===== config.mk =====
export PLATFORM = sky130hd
export DESIGN_NAME = p_io_port
export DESIGN_NICKNAME = d
export VERILOG_FILES = /design/src/rtl/p_io_pkg.sv /design/src/rtl/p_io_out_fifo.sv /design/src/rtl/p_io_port.sv
export SDC_FILE = /design/constraint.sdc
export NUM_CORES = 1
export LEC_CHECK = 0
export CAP_MARGIN = 20
export CELL_PAD_IN_SITES_DETAIL_PLACEMENT = 1
export CELL_PAD_IN_SITES_GLOBAL_PLACEMENT = 1
export CORE_MARGIN = 5
export CORE_UTILIZATION = 30
export DETAILED_ROUTE_END_ITERATION = 6
export GPL_TIMING_DRIVEN = 0
export PLACE_DENSITY = 0.57
export REMOVE_ABC_BUFFERS = 1
export SYNTH_ARGS = -nofsm -noshare
export SYNTH_HDL_FRONTEND = slang
export SYNTH_SLANG_ARGS = --single-unit

===== constraint.sdc =====
create_clock -name doubleClk -period 4.1 [get_ports doubleClk]
set_input_delay 1.23 -clock doubleClk [delete_from_list [all_inputs] [get_ports doubleClk]]
set_output_delay 1.23 -clock doubleClk [all_outputs]
set_load 0.01 [all_outputs]

===== src/rtl/p_io_pkg.sv =====
// Shared types and constants for the P-series I/O port.
package p_io_pkg;

  localparam int P_IO_DATA_W = 16;

  typedef enum logic [1:0] {
    RD_IDLE,
    RD_WAIT,
    RD_DONE,
    RD_ACK
  } rd_state_t;

endpackage


===== src/rtl/p_io_out_fifo.sv =====
// Output word FIFO. Power-of-two depth, so the pointers wrap on their own;
// a one-bit-wider count tells full from empty.
module p_io_out_fifo
  import p_io_pkg::*;
#(
  parameter int DATA_W     = P_IO_DATA_W,
  parameter int FIFO_DEPTH = 4
) (
  input  logic              clk,
  input  logic              rst,
  input  logic              push,
  input  logic [DATA_W-1:0] wdata,
  input  logic              pop,
  output logic [DATA_W-1:0] rdata,
  output logic              full,
  output logic              empty
);

  localparam int AW = $clog2(FIFO_DEPTH);

  logic [DATA_W-1:0] mem_q [FIFO_DEPTH];
  logic [AW-1:0]     wrPtr_q, wrPtr_d;
  logic [AW-1:0]     rdPtr_q, rdPtr_d;
  logic [AW:0]       count_q, count_d;
  logic              doPush, doPop;

  assign full   = (count_q == (AW+1)'(FIFO_DEPTH));
  assign empty  = (count_q == '0);
  assign doPush = push && !full;
  assign doPop  = pop && !empty;
  // Head is forced to zero while empty so the line reads 0 after reset.
  assign rdata  = empty ? '0 : mem_q[rdPtr_q];

  always_comb begin
    wrPtr_d = doPush ? wrPtr_q + 1'b1 : wrPtr_q;
    rdPtr_d = doPop  ? rdPtr_q + 1'b1 : rdPtr_q;
    count_d = count_q;
    case ({doPush, doPop})
      2'b10:   count_d = count_q + 1'b1;
      2'b01:   count_d = count_q - 1'b1;
      default: count_d = count_q;
    endcase
  end

  always_ff @(posedge clk or posedge rst) begin
    if (rst) begin
      wrPtr_q <= '0;
      rdPtr_q <= '0;
      count_q <= '0;
    end else begin
      wrPtr_q <= wrPtr_d;
      rdPtr_q <= rdPtr_d;
      count_q <= count_d;
    end
  end

  always_ff @(posedge clk) begin
    if (doPush) begin
      mem_q[wrPtr_q] <= wdata;
    end
  end

endmodule


===== src/rtl/p_io_port.sv =====
// Device side of the P-core inputLine/outputLine pins: 4-phase input capture
// plus a FIFO-buffered output. Define P_IO_SYNC_EN to add 2-flop input synchronizers.
module p_io_port
  import p_io_pkg::*;
#(
  parameter int DATA_W     = P_IO_DATA_W,
  parameter int FIFO_DEPTH = 4
) (
  input  logic              doubleClk,
  input  logic              rst,
  input  logic              cpu_rd,
  input  logic              cpu_wr,
  input  logic [DATA_W-1:0] cpu_wdata,
  output logic [DATA_W-1:0] cpu_rdata,
  output logic              cpu_stall,
  input  logic [DATA_W-1:0] inputLine,
  input  logic              in_valid,
  output logic              in_ack,
  output logic [DATA_W-1:0] outputLine,
  output logic              out_valid,
  input  logic              out_ack
);

  rd_state_t         state_q, state_d;
  logic [DATA_W-1:0] rdata_q, rdata_d;
  logic              inValid, outAck;
  logic              capture;
  logic              fifoFull, fifoEmpty;
  logic              push, pop;

`ifdef P_IO_SYNC_EN
  logic [1:0] inSync_q, ackSync_q;

  always_ff @(posedge doubleClk or posedge rst) begin
    if (rst) begin
      inSync_q  <= '0;
      ackSync_q <= '0;
    end else begin
      inSync_q  <= {inSync_q[0], in_valid};
      ackSync_q <= {ackSync_q[0], out_ack};
    end
  end

  assign inValid = inSync_q[1];
  assign outAck  = ackSync_q[1];
`else
  assign inValid = in_valid;
  assign outAck  = out_ack;
`endif

  always_ff @(posedge doubleClk or posedge rst) begin
    if (rst) begin
      state_q <= RD_IDLE;
      rdata_q <= '0;
    end else begin
      state_q <= state_d;
      rdata_q <= rdata_d;
    end
  end

  // RD_DONE is the single cycle in which the core sees its read complete.
  always_comb begin
    state_d = state_q;
    case (state_q)
      RD_IDLE: if (cpu_rd)  state_d = RD_WAIT;
      RD_WAIT: if (inValid) state_d = RD_DONE;
      RD_DONE: state_d = inValid ? RD_ACK : RD_IDLE;
      RD_ACK:  if (!inValid) state_d = RD_IDLE;
      default: state_d = RD_IDLE;
    endcase
  end

  always_comb begin
    capture   = (state_q == RD_WAIT) && inValid;
    rdata_d   = capture ? inputLine : rdata_q;
    in_ack    = (state_q == RD_DONE) || (state_q == RD_ACK);
    cpu_stall = (cpu_rd && (state_q != RD_DONE)) || (cpu_wr && !cpu_rd && fifoFull);
    if (rst) begin
      cpu_stall = cpu_rd || cpu_wr;
    end
  end

  // A simultaneous read takes priority, so the write neither pushes nor sees FIFO state.
  assign push      = cpu_wr && !cpu_rd && !fifoFull;
  assign pop       = out_valid && outAck;
  assign out_valid = !fifoEmpty;
  assign cpu_rdata = rdata_q;

  p_io_out_fifo #(
    .DATA_W    (DATA_W),
    .FIFO_DEPTH(FIFO_DEPTH)
  ) u_out_fifo (
    .clk  (doubleClk),
    .rst  (rst),
    .push (push),
    .wdata(cpu_wdata),
    .pop  (pop),
    .rdata(outputLine),
    .full (fifoFull),
    .empty(fifoEmpty)
  );

endmodule


# Word level (Yosys, flattened, before mapping)
# Memories as Yosys holds them, arrays and structs flattened.
# Index checks and enable logic that the tools add are counted.
# totals
ramBits,64
out_inout_bits,35
register_bits,25
input_bits,38
memories,1
# memory_table
memory,words,word_bits,rd,rd_ports_with_merged_regs,wr,line,rtl
u_out_fifo.mem_q,4,16,1,0,1,p_io_out_fifo.sv:21,logic [DATA_W-1:0] mem_q [FIFO_DEPTH];
# classes
n_eq_ne,10
n_addsub,4
n_reduce_logical,18
mux,10
# op_table
cell,n
16-bit two-way mux,1
1-bit logical AND,8
2-bit two-way mux,4
2-bit != test (second input constant),4
2-bit case mux with 4 select lines,1
2-bit equality test (second input constant),3
3-bit case mux with 2 select lines,1
2-bit by 1-bit adder with 2-bit output (second input constant),2
2-bit by 1-bit equality test with 1-bit output (second input constant),2
3-bit by 1-bit adder with 3-bit output (second input constant),1
3-bit equality test (second input constant),1
1-bit zero test,3
3-bit zero test,1
1-bit logical OR,3
1-bit two-way mux,3
3-bit AND reduction,1
3-bit by 1-bit subtractor with 3-bit output (second input constant),1
2-bit zero test,1
2-bit nonzero test,1

# Logic depth before layout (Yosys ltp)
# Gate-level depths: netlist of the first run.
# depth
word_depth,6
depth_mapped,9

# By module
# From an unflattened synthesis of the first run, not the netlist that was laid out.
# unflattened
cells_unflattened,190
hier_area_um2,3738.6
# by_module_without_submodules
mod,cells_per_inst,instances,area_each_um2,seq_area_each_um2
p_io_out_fifo,140,1,2959.1,2097.0
p_io_port,50,1,779.5,450.4

# Worst setup path after synthesis of the first run
# Ideal clock, no wire load.
# synth_timing
path_kind,in2out
from,in cpu_rd
to,out cpu_stall
path_slack_ps,1250
path_buffers,0
cell_stages,3
required_time_ps,2870
t_arrival_ps,1620
path_cell_list,inv_1 > nor4b_1 > a21oi_1
# synth_via
elab_chain_cells,5
elab_cells_between_ends,7
classes_between,mux (1); reduce/logical (6)
# synth_lines
item,line,rtl
"start, declared",p_io_port.sv:11,"input logic cpu_rd,"
1-bit zero test,p_io_port.sv:77,cpu_stall = (cpu_rd && (state_q != RD_DONE)) || (cpu_wr && !cpu_rd && fifoFull);
1-bit logical AND (2 in series),p_io_port.sv:77,
1-bit logical OR,p_io_port.sv:77,
1-bit two-way mux *,p_io_port.sv:78,if (rst) begin
"end, declared",p_io_port.sv:15,"output logic cpu_stall,"
# Mark *: on every way between the ends. The rest lies on a longest branch, timed or not.

# Worst setup path in the final report of the first run
# Same ends and word-level chain as after synthesis.

==> flow_summary.rst, run 1 <==
.. list-table::
   :header-rows: 1

   * - Metric
     - Value
   * - Result of the run
     - complete, no violations
   * - Mean cell area of the mapped netlist
     - 19.5 um2
   * - Type of the tightest min-delay check
     - reg -> reg
   * - Average routed wire per standard cell
     - 17.2 um
   * - Achievable frequency
     - 258 MHz
   * - Antenna violations before repair
     - 0
   * - Number of diodes
     - 0
   * - CTS HTree Levels
     - 3
   * - Floorplan core area
     - 12000 um2
   * - Final non-filler cell total
     - 415
   * - Slew margin rel.
     - 38.7%
   * - TritonCTS clock tree
     - yes
   * - P per Cell Area
     - 690 nW/um2
   * - Worst path required time
     - 2.87 ns
   * - LEAKAGE
     - 1.76 nW
   * - Worst Clk Skew
     - 0.00571 ns
   * - Unique cell type count in the Yosys netlist
     - 29
   * - Reg clk slew, reported paths
     - 0.06 ns
   * - Most used DFF post-synth
     - sky130_fd_sc_hd__edfxtp_1
   * - Layout area overhead
     - 32.4%
   * - Total track usage
     - 10.4%
   * - Final period demand of the worst path
     - 3.87 ns
   * - Flop2flop setup slack
     - 1.76 ns
   * - Number of input and output port buffers inserted
     - 72
   * - Hold bufs inserted after CTS
     - 0
   * - Number of hold violations in the final report
     - 0
   * - Peak VDD IR
     - 0.000193 V
   * - Overall die area
     - 14400 um2
   * - Vias per Instance
     - 4.47
   * - Register-to-Register Path Depth
     - 8
   * - Maximum count of clock buffers along a single path
     - 2
   * - Global-route wire length before repair
     - 11.1 mm
   * - Worst slack at placement
     - 0.233 ns
   * - Final worst slack
     - 0.226 ns
   * - Hold Path Depth
     - 1
   * - Synth top area share
     - 52.8%
   * - Number of setup violations in the final report
     - 0
   * - Unrepaired setup endpoints after global routing
     - false
   * - Synth Instances
     - 187
   * - Top-level port count
     - 73
   * - Clock latency reported for the late side of the worst-skew pair
     - 0.33 ns
   * - Pre-Repair DR Iteration Count
     - 4
   * - Pin count of the biggest net entering global routing
     - 26
   * - Max-capacitance violation count
     - 0
   * - Share of async-settable or async-resettable flops after synthesis
     - 28.1%
   * - Root Buffer
     - sky130_fd_sc_hd__clkbuf_16
   * - Number of cells upsized or downsized after cts
     - 0
   * - Post-Syn Area
     - 3640 um2
   * - Routed Wire Length
     - 7.15 mm
   * - Period utilisation layout
     - 94.5%
   * - Remaining Overflow, GRT
     - 0
   * - Half-perimeter wire length after detailed placement
     - 4.65 mm
   * - Critical path startpoint category
     - input port
   * - List of most frequent post-synthesis cells
     - sky130_fd_sc_hd__edfxtp_1 (64), sky130_fd_sc_hd__dfrtp_1 (25), sky130_fd_sc_hd__and2_1 (21)
   * - Maximum cell stage delay along the critical path
     - 0.51 ns
   * - Proportion of synthesized chip area in sequential cells
     - 70.0%
   * - Via count of the first global-routing pass
     - 2077
   * - Count leader, synth
     - sky130_fd_sc_hd__edfxtp_1
   * - Layout cells sized above 1
     - 15.3%
   * - Number of nets in the final layout
     - 307
   * - End of the worst register-to-register path
     - u_out_fifo.count_q[2]$_DFFE_PP0P_
   * - Largest cells by area after synthesis
     - sky130_fd_sc_hd__edfxtp_1 (53%), sky130_fd_sc_hd__dfrtp_1 (17%), sky130_fd_sc_hd__mux4_1 (5.8%)
   * - Crit end category
     - output port
   * - Sinks on Clock Net
     - 89
   * - Post-CTS setup buffer count
     - 0
   * - Launching point of the worst reg2reg path
     - u_out_fifo.count_q[0]$_DFFE_PP0P_
   * - Sequential Area
     - 2550 um2
   * - Slowest cell on crit path
     - sky130_fd_sc_hd__clkdlybuf4s50_1
   * - Gpl congestion
     - 0.677
   * - Least-Margin Pin Slew
     - 0.919 ns
   * - Number of clock buffers inserted by TritonCTS
     - 9
   * - Summed negative setup slack over all endpoints
     - 0 ns
   * - Synth warnings
     - 0
   * - Worst hold path startpoint
     - u_out_fifo.count_q[2]$_DFFE_PP0P_
   * - Final number of max-transition violations
     - 0
   * - Starting utilization of the core area
     - 30.4%
   * - Worst-path fanout max
     - 3
   * - X dimension of the die
     - 120 um
   * - Chain of cells forming the critical path
     - clkdlybuf4s50_1, inv_1, nor4b_1, a21oi_1, clkdlybuf4s50_1
   * - 1st-iter DRT viols
     - 66
   * - Number of routed nets with antenna violations
     - 0
   * - Most repeated library cell on the critical path
     - sky130_fd_sc_hd__clkdlybuf4s50_1
   * - Area of the multi-input gates
     - 981 um2
   * - Number of placement rows
     - 40
   * - Number of enable-type register cells in the synthesized netlist
     - 64
   * - Count of vias placed by the detailed router
     - 1855
   * - Seq cells post-synth
     - 89
   * - WP data arrival
     - 2.64 ns
   * - Hold Crit Endpoint
     - u_out_fifo.count_q[2]$_DFFE_PP0P_
   * - Number of fill cells
     - 1182
   * - DRC violation count after routing
     - 0
   * - Crit Path Category
     - in -> out
   * - Cell accounting for the most synthesized area
     - sky130_fd_sc_hd__edfxtp_1
   * - Dpl cells
     - 397
   * - Die boundary height
     - 120 um
-- area by class of cell --
type,count,share of cell area [%]
sequential,89,52.9
clock inverter,4,1.58
multi-input combinational,81,20.4
inverter,8,0.623
clock buffer,12,4.91
timing repair buffer,74,15.8
tap,147,3.82
-- worst max path at each step --
| stage | startpoint | to | cells after the start |
|---|---|---|---|
| after floorplan | cpu_rd | cpu_stall | 3 |
| after global placement | cpu_rd | cpu_stall | 5 |
| after detailed placement | cpu_rd | cpu_stall | 5 |
| after CTS | u_out_fifo.rdPtr_q[0]$_DFFE_PP0P_ | outputLine[5] | 3 |
| after global routing | cpu_rd | cpu_stall | 5 |
| final | cpu_rd | cpu_stall | 5 |
-- stage by stage --
step           instance area [um2]  power (W)  hold WS (ns)  util, %
2_1_floorplan                 3560    0.00190         0.449        -
3_3_place_gp                  4460    0.00248         0.466     37.3
3_5_place_dp                  4460    0.00250         0.474     37.3
4_1_cts                       4780    0.00338         0.487     39.9
5_1_grt                       4820    0.00352         0.496     40.3
6_report                      4820    0.00333         0.486     40.3
-- where the power goes --
part / total, W / switching [W] / internal, W
combinational: 0.00117 / 0.000437 / 0.000729
clock: 0.000858 / 0.000322 / 0.000537
sequential: 0.00130 / 0.000141 / 0.00116
-- critical path, delay by kind of cell --
family                 cells  cell delay (ns)
AO/OA/AOI/OAI              1             0.07
AND/OR/NAND/NOR            1             0.28
buffers and inverters      3             1.07
-- logic make-up (layout without fill, tap and decap cells) --
| logic type | count (synthesis) | in the layout | share of synthesized area (%) |
|---|---|---|---|
| AND/OR/NAND/NOR | 30 | 30 | 5.19 |
| adder cells (fa/ha/maj) | 6 | 6 | 2.27 |
| AO/OA/AOI/OAI | 5 | 5 | 0.756 |
| buffers and inverters | 17 | 98 | 3.03 |
| multiplexers | 34 | 34 | 17.3 |
| XOR/XNOR | 6 | 6 | 1.44 |
| flip-flops | 89 | 89 | 70.0 |
-- flip-flops by register name (all words and copies together) (netlist names) --
signal,cells
u_out_fifo.mem_q,64
u_out_fifo.wrPtr_q,2
u_out_fifo.count_q,3
state_q,2
u_out_fifo.rdPtr_q,2
cpu_rdata,16
-- cell usage in the layout (no fill, tap or decap), drive strengths merged --
cell | netlist | layout
ha | 5 | 5
mux2 | 17 | 17
clkinvlp | 0 | 1
o21ai | 3 | 3
nor2 | 1 | 1
a21oi | 1 | 1
edfxtp | 64 | 64
nor4b | 1 | 1
or2 | 1 | 1
nand2 | 2 | 2
fa | 1 | 1
o21a | 1 | 1
mux4 | 16 | 16
xnor2 | 3 | 3
nor3b | 2 | 2
bufinv | 0 | 2
buf | 7 | 2
clkdlybuf4s50 | 0 | 72
and2 | 21 | 21
clkbuf | 2 | 12
nand3 | 1 | 1
inv | 8 | 9
xor2 | 3 | 3
mux2i | 1 | 1
dfrtp | 25 | 25
or3 | 1 | 1
-- layer usage --
layer | routed length (um) | part of all wire (%) | track usage, %
met2 | 3700 | 52 | 17.3
met5 | 0 | 0 | 0
met3 | 245 | 3.4 | 2.69
met1 | 3070 | 43 | 12.6
met4 | 136 | 1.9 | 5.15
No activity file was read; power rests on OpenSTA's default activity.
==> inputs of run 2 (changes only) <==
SYNTH_HIERARCHICAL = 1   (was not set)
==> flow_summary.rst, run 2 <==
.. list-table::
   :header-rows: 1

   * - Metric
     - Value
   * - Layout cells sized above 1
     - 20.5% (was 15.3%)
   * - Area of the multi-input gates
     - 1090 um2 (was 981 um2)
   * - Most frequent cells in the layout
     - sky130_fd_sc_hd__clkdlybuf4s50_1 (72), sky130_fd_sc_hd__edfxtp_1 (64), sky130_fd_sc_hd__dfrtp_1 (25) (unchanged)
   * - DRC violation count after routing
     - 0 (unchanged)
   * - Root Buffer
     - sky130_fd_sc_hd__clkbuf_16 (unchanged)
   * - Number of enable-type register cells in the synthesized netlist
     - 64 (unchanged)
   * - TritonCTS clock tree
     - yes (unchanged)
   * - P per Cell Area
     - 711 nW/um2 (was 690 nW/um2)
   * - Via count of the first global-routing pass
     - 2144 (was 2077)
   * - Proportion of power drawn by flip-flops and latches
     - 37.2% (was 39.2%)
   * - Worst hold path startpoint
     - cpu_rdata[11]$_DFFE_PP0P_ (was u_out_fifo.count_q[2]$_DFFE_PP0P_)
   * - Int Pwr
     - 0.00256 W (was 0.00243 W)
   * - Worst-path fanout max
     - 4 (was 3)
   * - Register name with the most flops
     - u_out_fifo/mem_q (was u_out_fifo.mem_q)
   * - Floorplan core area
     - 12100 um2 (was 12000 um2)
   * - Number of diodes
     - 0 (unchanged)
   * - Sequential Area
     - 2550 um2 (unchanged)
   * - Critical path startpoint category
     - input port (unchanged)
   * - 1st-iter DRT viols
     - 48 (was 66)
   * - Mean cell area of the mapped netlist
     - 19.7 um2 (was 19.5 um2)
   * - Switching Fraction
     - 27.8% (was 27.0%)
   * - Layout area overhead
     - 33.4% (was 32.4%)
   * - Register-to-Register Path Depth
     - 7 (was 8)
   * - Switching Power
     - 0.000986 W (was 0.000900 W)
   * - WP data arrival
     - 2.74 ns (was 2.64 ns)
   * - Combinational Power Share
     - 36.1% (was 35.0%)
   * - Clock group share of total power
     - 26.7% (was 25.8%)
   * - Cell accounting for the most synthesized area
     - sky130_fd_sc_hd__edfxtp_1 (unchanged)
   * - Post-layout utilization of the core
     - 41.2% (was 40.3%)
   * - Remaining Overflow, GRT
     - 0 (unchanged)
   * - Average routed wire per standard cell
     - 16.4 um (was 17.2 um)
   * - X dimension of the die
     - 122 um (was 120 um)
   * - Global-route wire length before repair
     - 11.6 mm (was 11.1 mm)
   * - Unrepaired setup endpoints after global routing
     - false (unchanged)
   * - Final number of max-transition violations
     - 0 (unchanged)
   * - Number of nets in the final layout
     - 312 (was 307)
   * - Vias per Instance
     - 4.31 (was 4.47)
   * - Routed Wire Length
     - 7.25 mm (was 7.15 mm)
   * - Gpl congestion
     - 0.654 (was 0.677)
   * - Final period demand of the worst path
     - 3.97 ns (was 3.87 ns)
   * - Flop2flop setup slack
     - 1.58 ns (was 1.76 ns)
   * - Seq cells post-synth
     - 89 (unchanged)
   * - Synth Instances
     - 190 (was 187)
   * - Count leader, synth
     - sky130_fd_sc_hd__edfxtp_1 (unchanged)
   * - Largest cells by area after synthesis
     - sky130_fd_sc_hd__edfxtp_1 (51%), sky130_fd_sc_hd__dfrtp_1 (17%), sky130_fd_sc_hd__mux4_1 (5.6%) (was sky130_fd_sc_hd__edfxtp_1 (53%), sky130_fd_sc_hd__dfrtp_1 (17%), sky130_fd_sc_hd__mux4_1 (5.8%))
   * - Worst path required time
     - 2.87 ns (about the same)
   * - Proportion of synthesized chip area in sequential cells
     - 68.1% (was 70.0%)
   * - Half-perimeter wire length after detailed placement
     - 4.76 mm (was 4.65 mm)
   * - Period utilisation layout
     - 96.9% (was 94.5%)
   * - Synth warnings
     - 6 (was 0)
   * - Top-level port count
     - 73 (unchanged)
   * - Final worst slack
     - 0.128 ns (was 0.226 ns)
   * - Hold bufs inserted after CTS
     - 0 (unchanged)
   * - Pin count of the biggest net entering global routing
     - 19 (was 26)
   * - Count of vias placed by the detailed router
     - 1899 (was 1855)
   * - Number of flip-flops under the largest register name
     - 64 (unchanged)
   * - Sinks on Clock Net
     - 89 (unchanged)
   * - Crit Path Category
     - in -> out (unchanged)
   * - Hold Crit Endpoint
     - cpu_rdata[11]$_DFFE_PP0P_ (was u_out_fifo.count_q[2]$_DFFE_PP0P_)
   * - Reg clk slew, reported paths
     - 0.07 ns (was 0.06 ns)
   * - Peak VDD IR
     - 0.000320 V (was 0.000193 V)
   * - Share of async-settable or async-resettable flops after synthesis
     - 28.1% (unchanged)
   * - Total track usage
     - 10.6% (was 10.4%)
   * - Maximum count of clock buffers along a single path
     - 2 (unchanged)
   * - Most used DFF post-synth
     - sky130_fd_sc_hd__edfxtp_1 (unchanged)
   * - Die boundary height
     - 122 um (was 120 um)
   * - Number of input and output port buffers inserted
     - 72 (unchanged)
   * - Crit end category
     - output port (unchanged)
   * - Number of clock buffers inserted by TritonCTS
     - 9 (unchanged)
   * - Worst slack at placement
     - 0.126 ns (was 0.233 ns)
   * - Number of placement rows
     - 40 (unchanged)
   * - Finished Cell Area
     - 4990 um2 (was 4820 um2)
   * - Overall die area
     - 14800 um2 (was 14400 um2)
   * - Max-capacitance violation count
     - 0 (unchanged)
   * - Post-CTS setup buffer count
     - 0 (unchanged)
   * - CTS HTree Levels
     - 3 (unchanged)
   * - Slew margin rel.
     - 35.5% (was 38.7%)
   * - Hold Path Depth
     - 1 (unchanged)
   * - Type of the tightest min-delay check
     - reg -> reg (unchanged)
   * - Most common cell after layout, fill and taps aside
     - sky130_fd_sc_hd__clkdlybuf4s50_1 (unchanged)
   * - Antenna violations before repair
     - 1 (was 0)
   * - Post-Place Cell Area
     - 4620 um2 (was 4460 um2)
   * - Number of cells upsized or downsized after cts
     - 0 (unchanged)
   * - Number of hold violations in the final report
     - 0 (unchanged)
   * - Number of routed nets with antenna violations
     - 0 (unchanged)
   * - Pre-Repair DR Iteration Count
     - 4 (unchanged)
   * - LEAKAGE
     - 1.87 nW (was 1.76 nW)
   * - Post-Route Hold Slack
     - 0.506 ns (was 0.486 ns)
   * - Summed negative setup slack over all endpoints
     - 0 ns (unchanged)
   * - Result of the run
     - complete, no violations (unchanged)
   * - Number of fill cells
     - 1222 (was 1182)
   * - Worst Clk Skew
     - 0.00538 ns (was 0.00571 ns)
   * - Launching point of the worst reg2reg path
     - u_out_fifo/count_q[0]$_DFFE_PP0P_ (was u_out_fifo.count_q[0]$_DFFE_PP0P_)
   * - Clock latency reported for the late side of the worst-skew pair
     - 0.33 ns (about the same)
   * - End of the worst register-to-register path
     - u_out_fifo/count_q[1]$_DFFE_PP0P_ (was u_out_fifo.count_q[2]$_DFFE_PP0P_)
   * - Starting utilization of the core area
     - 30.9% (was 30.4%)
   * - Least-Margin Pin Slew
     - 0.968 ns (was 0.919 ns)
   * - Post-Syn Area
     - 3740 um2 (was 3640 um2)
   * - Synth top area share
     - 51.4% (was 52.8%)
   * - Number of setup violations in the final report
     - 0 (unchanged)
   * - Unique cell type count in the Yosys netlist
     - 31 (was 29)
   * - List of most frequent post-synthesis cells
     - sky130_fd_sc_hd__edfxtp_1 (64), sky130_fd_sc_hd__dfrtp_1 (25), sky130_fd_sc_hd__mux2_4 (10), sky130_fd_sc_hd__nor2b_1 (10), sky130_fd_sc_hd__inv_1 (9) (was sky130_fd_sc_hd__edfxtp_1 (64), sky130_fd_sc_hd__dfrtp_1 (25), sky130_fd_sc_hd__and2_1 (21))
   * - Achievable frequency
     - 252 MHz (was 258 MHz)
-- run 2: cell count changes after synthesis, sizes merged, moves of 3 or more --
| cell | change |
|---|---|
| and2 | -16 |
| nor3 | +3 |
| nor2 | +3 |
| nor2b | +19 |
| o21ai | -3 |
-- run 2: worst max path at each step --
stage / end / cells after the start / startpoint
6_report: cpu_stall / 4 / rst
3_5_place_dp: cpu_stall / 4 / rst
4_1_cts: outputLine[1] / 3 / u_out_fifo/rdPtr_q[0]$_DFFE_PP0P_
3_3_place_gp: cpu_stall / 4 / rst
5_1_grt: cpu_stall / 4 / rst
2_1_floorplan: cpu_stall / 2 / rst
-- run 2: area by class of cell --
cell class              instances  share of cell area [%]
clock buffers                   9                    4.51
flip-flops and latches         89                    51.1
repair buffers                 74                    15.0
inverters                       9                   0.677
clock inverters                 7                    2.56
multi-input cells              85                    21.9
well taps                     168                    4.21
-- run 2: worst max-delay path: stages --
cell and delay, ns:
sky130_fd_sc_hd__clkdlybuf4s50_1 0.52, sky130_fd_sc_hd__and4bb_2 0.25, sky130_fd_sc_hd__nor3_1 0.17, sky130_fd_sc_hd__clkdlybuf4s50_1 0.57
-- run 2: power by group through the flow --
stage	sequential, W	clock, W	combinational (W)
6_report	0.00132	0.000949	0.00128
5_1_grt	0.00135	0.00103	0.00138
4_1_cts	0.00135	0.000984	0.00127
3_5_place_dp	0.00137	0	0.00126
3_3_place_gp	0.00136	0	0.00125
2_1_floorplan	0.00135	0	0.000660
-- run 2: stage by stage --
stage,total power [W],cells
2_1_floorplan,0.00201,183
3_3_place_gp,0.00261,423
3_5_place_dp,0.00263,424
4_1_cts,0.00361,440
5_1_grt,0.00376,441
6_report,0.00355,441
-- run 2: layer usage --
metal / up-vias / global-route usage [%] / part of all wire [%]
li1: 872 / - / -
met1: 941 / 12.5 / 44
met2: 75 / 15.8 / 43
met3: 9 / 6.41 / 11
met4: 2 / 3.78 / 1.4
met5: - / 0 / 0.097
-- run 2: cell families after synthesis --
kind of cell | count (synthesis) | share of synthesized area (%)
flops | 89 | 68.1
fa+ha+maj | 6 | 2.21
simple gates | 37 | 8.40
mux | 34 | 16.8
compound gates | 2 | 0.402
xor+xnor | 6 | 1.41
buf+inv | 16 | 2.61
==> inputs of run 3 (changes only) <==
CTS_BUF_LIST = sky130_fd_sc_hd__clkbuf_4 sky130_fd_sc_hd__clkbuf_8   (was not set)
==> flow_summary.rst, run 3 (synthesis results as in run 2) <==
.. list-table::
   :header-rows: 1

   * - Metric
     - Value
   * - Result of the run
     - complete, no violations (unchanged)
   * - Routed Wire Length
     - 7.28 mm (was 7.25 mm)
   * - Remaining Overflow, GRT
     - 0 (unchanged)
   * - Die boundary height
     - 122 um (unchanged)
   * - 1st-iter DRT viols
     - 43 (was 48)
   * - Global-route wire length before repair
     - 11.7 mm (was 11.6 mm)
   * - Average routed wire per standard cell
     - 16.5 um (was 16.4 um)
   * - Maximum count of clock buffers along a single path
     - 2 (unchanged)
   * - Peak VDD IR
     - 0.000257 V (was 0.000320 V)
   * - Number of routed nets with antenna violations
     - 0 (unchanged)
   * - Post-CTS setup buffer count
     - 0 (unchanged)
   * - Number of flip-flops under the largest register name
     - 64 (unchanged)
   * - Clock latency reported for the late side of the worst-skew pair
     - 0.36 ns (was 0.33 ns)
   * - Grt met1 use
     - 12.7% (was 12.5%)
   * - Number of input and output port buffers inserted
     - 72 (unchanged)
   * - WP data arrival
     - 2.74 ns (about the same)
   * - Post-layout utilization of the core
     - 40.4% (was 41.2%)
   * - Worst path required time
     - 2.87 ns (about the same)
   * - Layer with the highest usage after global routing
     - met2 (unchanged)
   * - Critical path startpoint category
     - input port (unchanged)
   * - Combinational Power Share
     - 38.4% (was 36.1%)
   * - Layout area overhead
     - 30.7% (was 33.4%)
   * - TritonCTS clock tree
     - yes (unchanged)
   * - Number of setup violations in the final report
     - 0 (unchanged)
   * - Clock group share of total power
     - 22.1% (was 26.7%)
   * - CTS HTree Levels
     - 3 (unchanged)
   * - Unrepaired setup endpoints after global routing
     - false (unchanged)
   * - Max-capacitance violation count
     - 0 (unchanged)
   * - Sinks on Clock Net
     - 89 (unchanged)
   * - Total track usage
     - 10.5% (was 10.6%)
   * - Number of nets in the final layout
     - 312 (unchanged)
   * - Final number of max-transition violations
     - 0 (unchanged)
   * - Met3 usage in global routing
     - 6.69% (was 6.41%)
   * - Worst Clk Skew
     - 0.00551 ns (was 0.00538 ns)
   * - Top-level port count
     - 73 (unchanged)
   * - Number of diodes
     - 0 (unchanged)
   * - Global-route met2 utilization
     - 15.9% (was 15.8%)
   * - Number of hold violations in the final report
     - 0 (unchanged)
   * - Most common cell after layout, fill and taps aside
     - sky130_fd_sc_hd__clkdlybuf4s50_1 (unchanged)
   * - Final period demand of the worst path
     - 3.97 ns (about the same)
   * - Starting utilization of the core area
     - 30.9% (unchanged)
   * - P per Cell Area
     - 683 nW/um2 (was 711 nW/um2)
   * - Worst-path fanout max
     - 4 (unchanged)
   * - Number of cells upsized or downsized after cts
     - 0 (unchanged)
   * - Pin count of the biggest net entering global routing
     - 19 (unchanged)
   * - Reg clk slew, reported paths
     - 0.09 ns (was 0.07 ns)
   * - Int Pwr
     - 0.00237 W (was 0.00256 W)
   * - Least-Margin Pin Slew
     - 0.943 ns (was 0.968 ns)
   * - Crit end category
     - output port (unchanged)
   * - Period utilisation layout
     - 96.9% (about the same)
   * - Vias per Instance
     - 4.32 (was 4.31)
   * - Proportion of power drawn by flip-flops and latches
     - 39.5% (was 37.2%)
   * - Type of the tightest min-delay check
     - reg -> reg (unchanged)
   * - Overall die area
     - 14800 um2 (unchanged)
   * - Number of clock buffers inserted by TritonCTS
     - 9 (unchanged)
   * - Count of vias placed by the detailed router
     - 1906 (was 1899)
   * - Floorplan core area
     - 12100 um2 (unchanged)
   * - LEAKAGE
     - 1.82 nW (was 1.87 nW)
   * - Gpl congestion
     - 0.654 (unchanged)
   * - Number of placement rows
     - 40 (unchanged)
   * - Crit Path Category
     - in -> out (unchanged)
   * - Switching Power
     - 0.000965 W (was 0.000986 W)
   * - Root Buffer
     - sky130_fd_sc_hd__clkbuf_8 (was sky130_fd_sc_hd__clkbuf_16)
   * - Slew margin rel.
     - 37.1% (was 35.5%)
   * - Layout cells sized above 1
     - 20.5% (unchanged)
   * - Achievable frequency
     - 252 MHz (about the same)
   * - Pre-Repair DR Iteration Count
     - 4 (unchanged)
   * - Switching Fraction
     - 28.9% (was 27.8%)
   * - Most frequent cells in the layout
     - sky130_fd_sc_hd__clkdlybuf4s50_1 (72), sky130_fd_sc_hd__edfxtp_1 (64), sky130_fd_sc_hd__dfrtp_1 (25) (unchanged)
   * - DRC violation count after routing
     - 0 (unchanged)
   * - Summed negative setup slack over all endpoints
     - 0 ns (unchanged)
   * - Antenna violations before repair
     - 1 (unchanged)
   * - Half-perimeter wire length after detailed placement
     - 4.76 mm (unchanged)
   * - Via count of the first global-routing pass
     - 2133 (was 2144)
   * - X dimension of the die
     - 122 um (unchanged)
   * - Register name with the most flops
     - u_out_fifo/mem_q (unchanged)
   * - Hold bufs inserted after CTS
     - 0 (unchanged)
## run 3: cell counts in the layout (fill, tap and decap cells not counted)
No cell type changed its count.
## run 3: area by class of cell
| cell class | instances | area [um2] |
|---|---|---|
| Clock inverter | 7 | 128 |
| Tap cell | 168 | 210 |
| Sequential cell | 89 | 2550 |
| Fill cell | 1236 | 7220 |
| Timing Repair Buffer | 74 | 751 |
| Multi-Input combinational cell | 85 | 1090 |
| Clock buffer | 9 | 124 |
| Inverter | 9 | 33.8 |
## run 3: metrics by stage
| stage | hold WS [ns] | instances | worst slack (ns) | power [W] | area (um2) |
|---|---|---|---|---|---|
| 5_1_grt | 0.531 | 441 | 0.0734 | 0.00354 | 4890 |
| 2_1_floorplan | 0.506 | 183 | 1.13 | 0.00201 | 3670 |
| 4_1_cts | 0.515 | 440 | 0.000708 | 0.00339 | 4870 |
| 3_3_place_gp | 0.487 | 423 | 0.0921 | 0.00261 | 4610 |
| 6_report | 0.510 | 441 | 0.129 | 0.00334 | 4890 |
| 3_5_place_dp | 0.496 | 424 | 0.126 | 0.00263 | 4620 |
## run 3: power by group through the flow
stage / registers, W / clock network, W / logic (W)
floorplan: 0.00135 / 0 / 0.000660
global placement: 0.00136 / 0 / 0.00125
detailed placement: 0.00137 / 0 / 0.00126
CTS: 0.00135 / 0.000766 / 0.00127
global route: 0.00135 / 0.000811 / 0.00138
finish: 0.00132 / 0.000736 / 0.00128
## run 3: routing by layer
metal / vias up / share of wire [%]
met5: - / 0.18
li1: 869 / -
met3: 8 / 11
met2: 77 / 44
met4: 2 / 0.63
met1: 950 / 44
## run 3: final timing paths
| check | startpoint | end | slack [ns] | depth (start not counted) |
|---|---|---|---|---|
| max | rst | cpu_stall | 0.13 | 4 |
| min | cpu_rdata[11]$_DFFE_PP0P_ | cpu_rdata[11]$_DFFE_PP0P_ | 0.51 | 1 |
| max reg2reg | u_out_fifo/count_q[0]$_DFFE_PP0P_ | u_out_fifo/count_q[1]$_DFFE_PP0P_ | 1.55 | 7 |
| min reg2reg | cpu_rdata[11]$_DFFE_PP0P_ | cpu_rdata[11]$_DFFE_PP0P_ | 0.51 | 1 |
| max in group asynchronous | rst | cpu_rdata[2]$_DFFE_PP0P_ | 2.28 | 2 |
| min in group asynchronous | rst | u_out_fifo/rdPtr_q[0]$_DFFE_PP0P_ | 1.19 | 2 |
## run 3: critical path, stage by stage
cell and delay [ns]:
sky130_fd_sc_hd__clkdlybuf4s50_1 0.52, sky130_fd_sc_hd__and4bb_2 0.25, sky130_fd_sc_hd__nor3_1 0.17, sky130_fd_sc_hd__clkdlybuf4s50_1 0.57
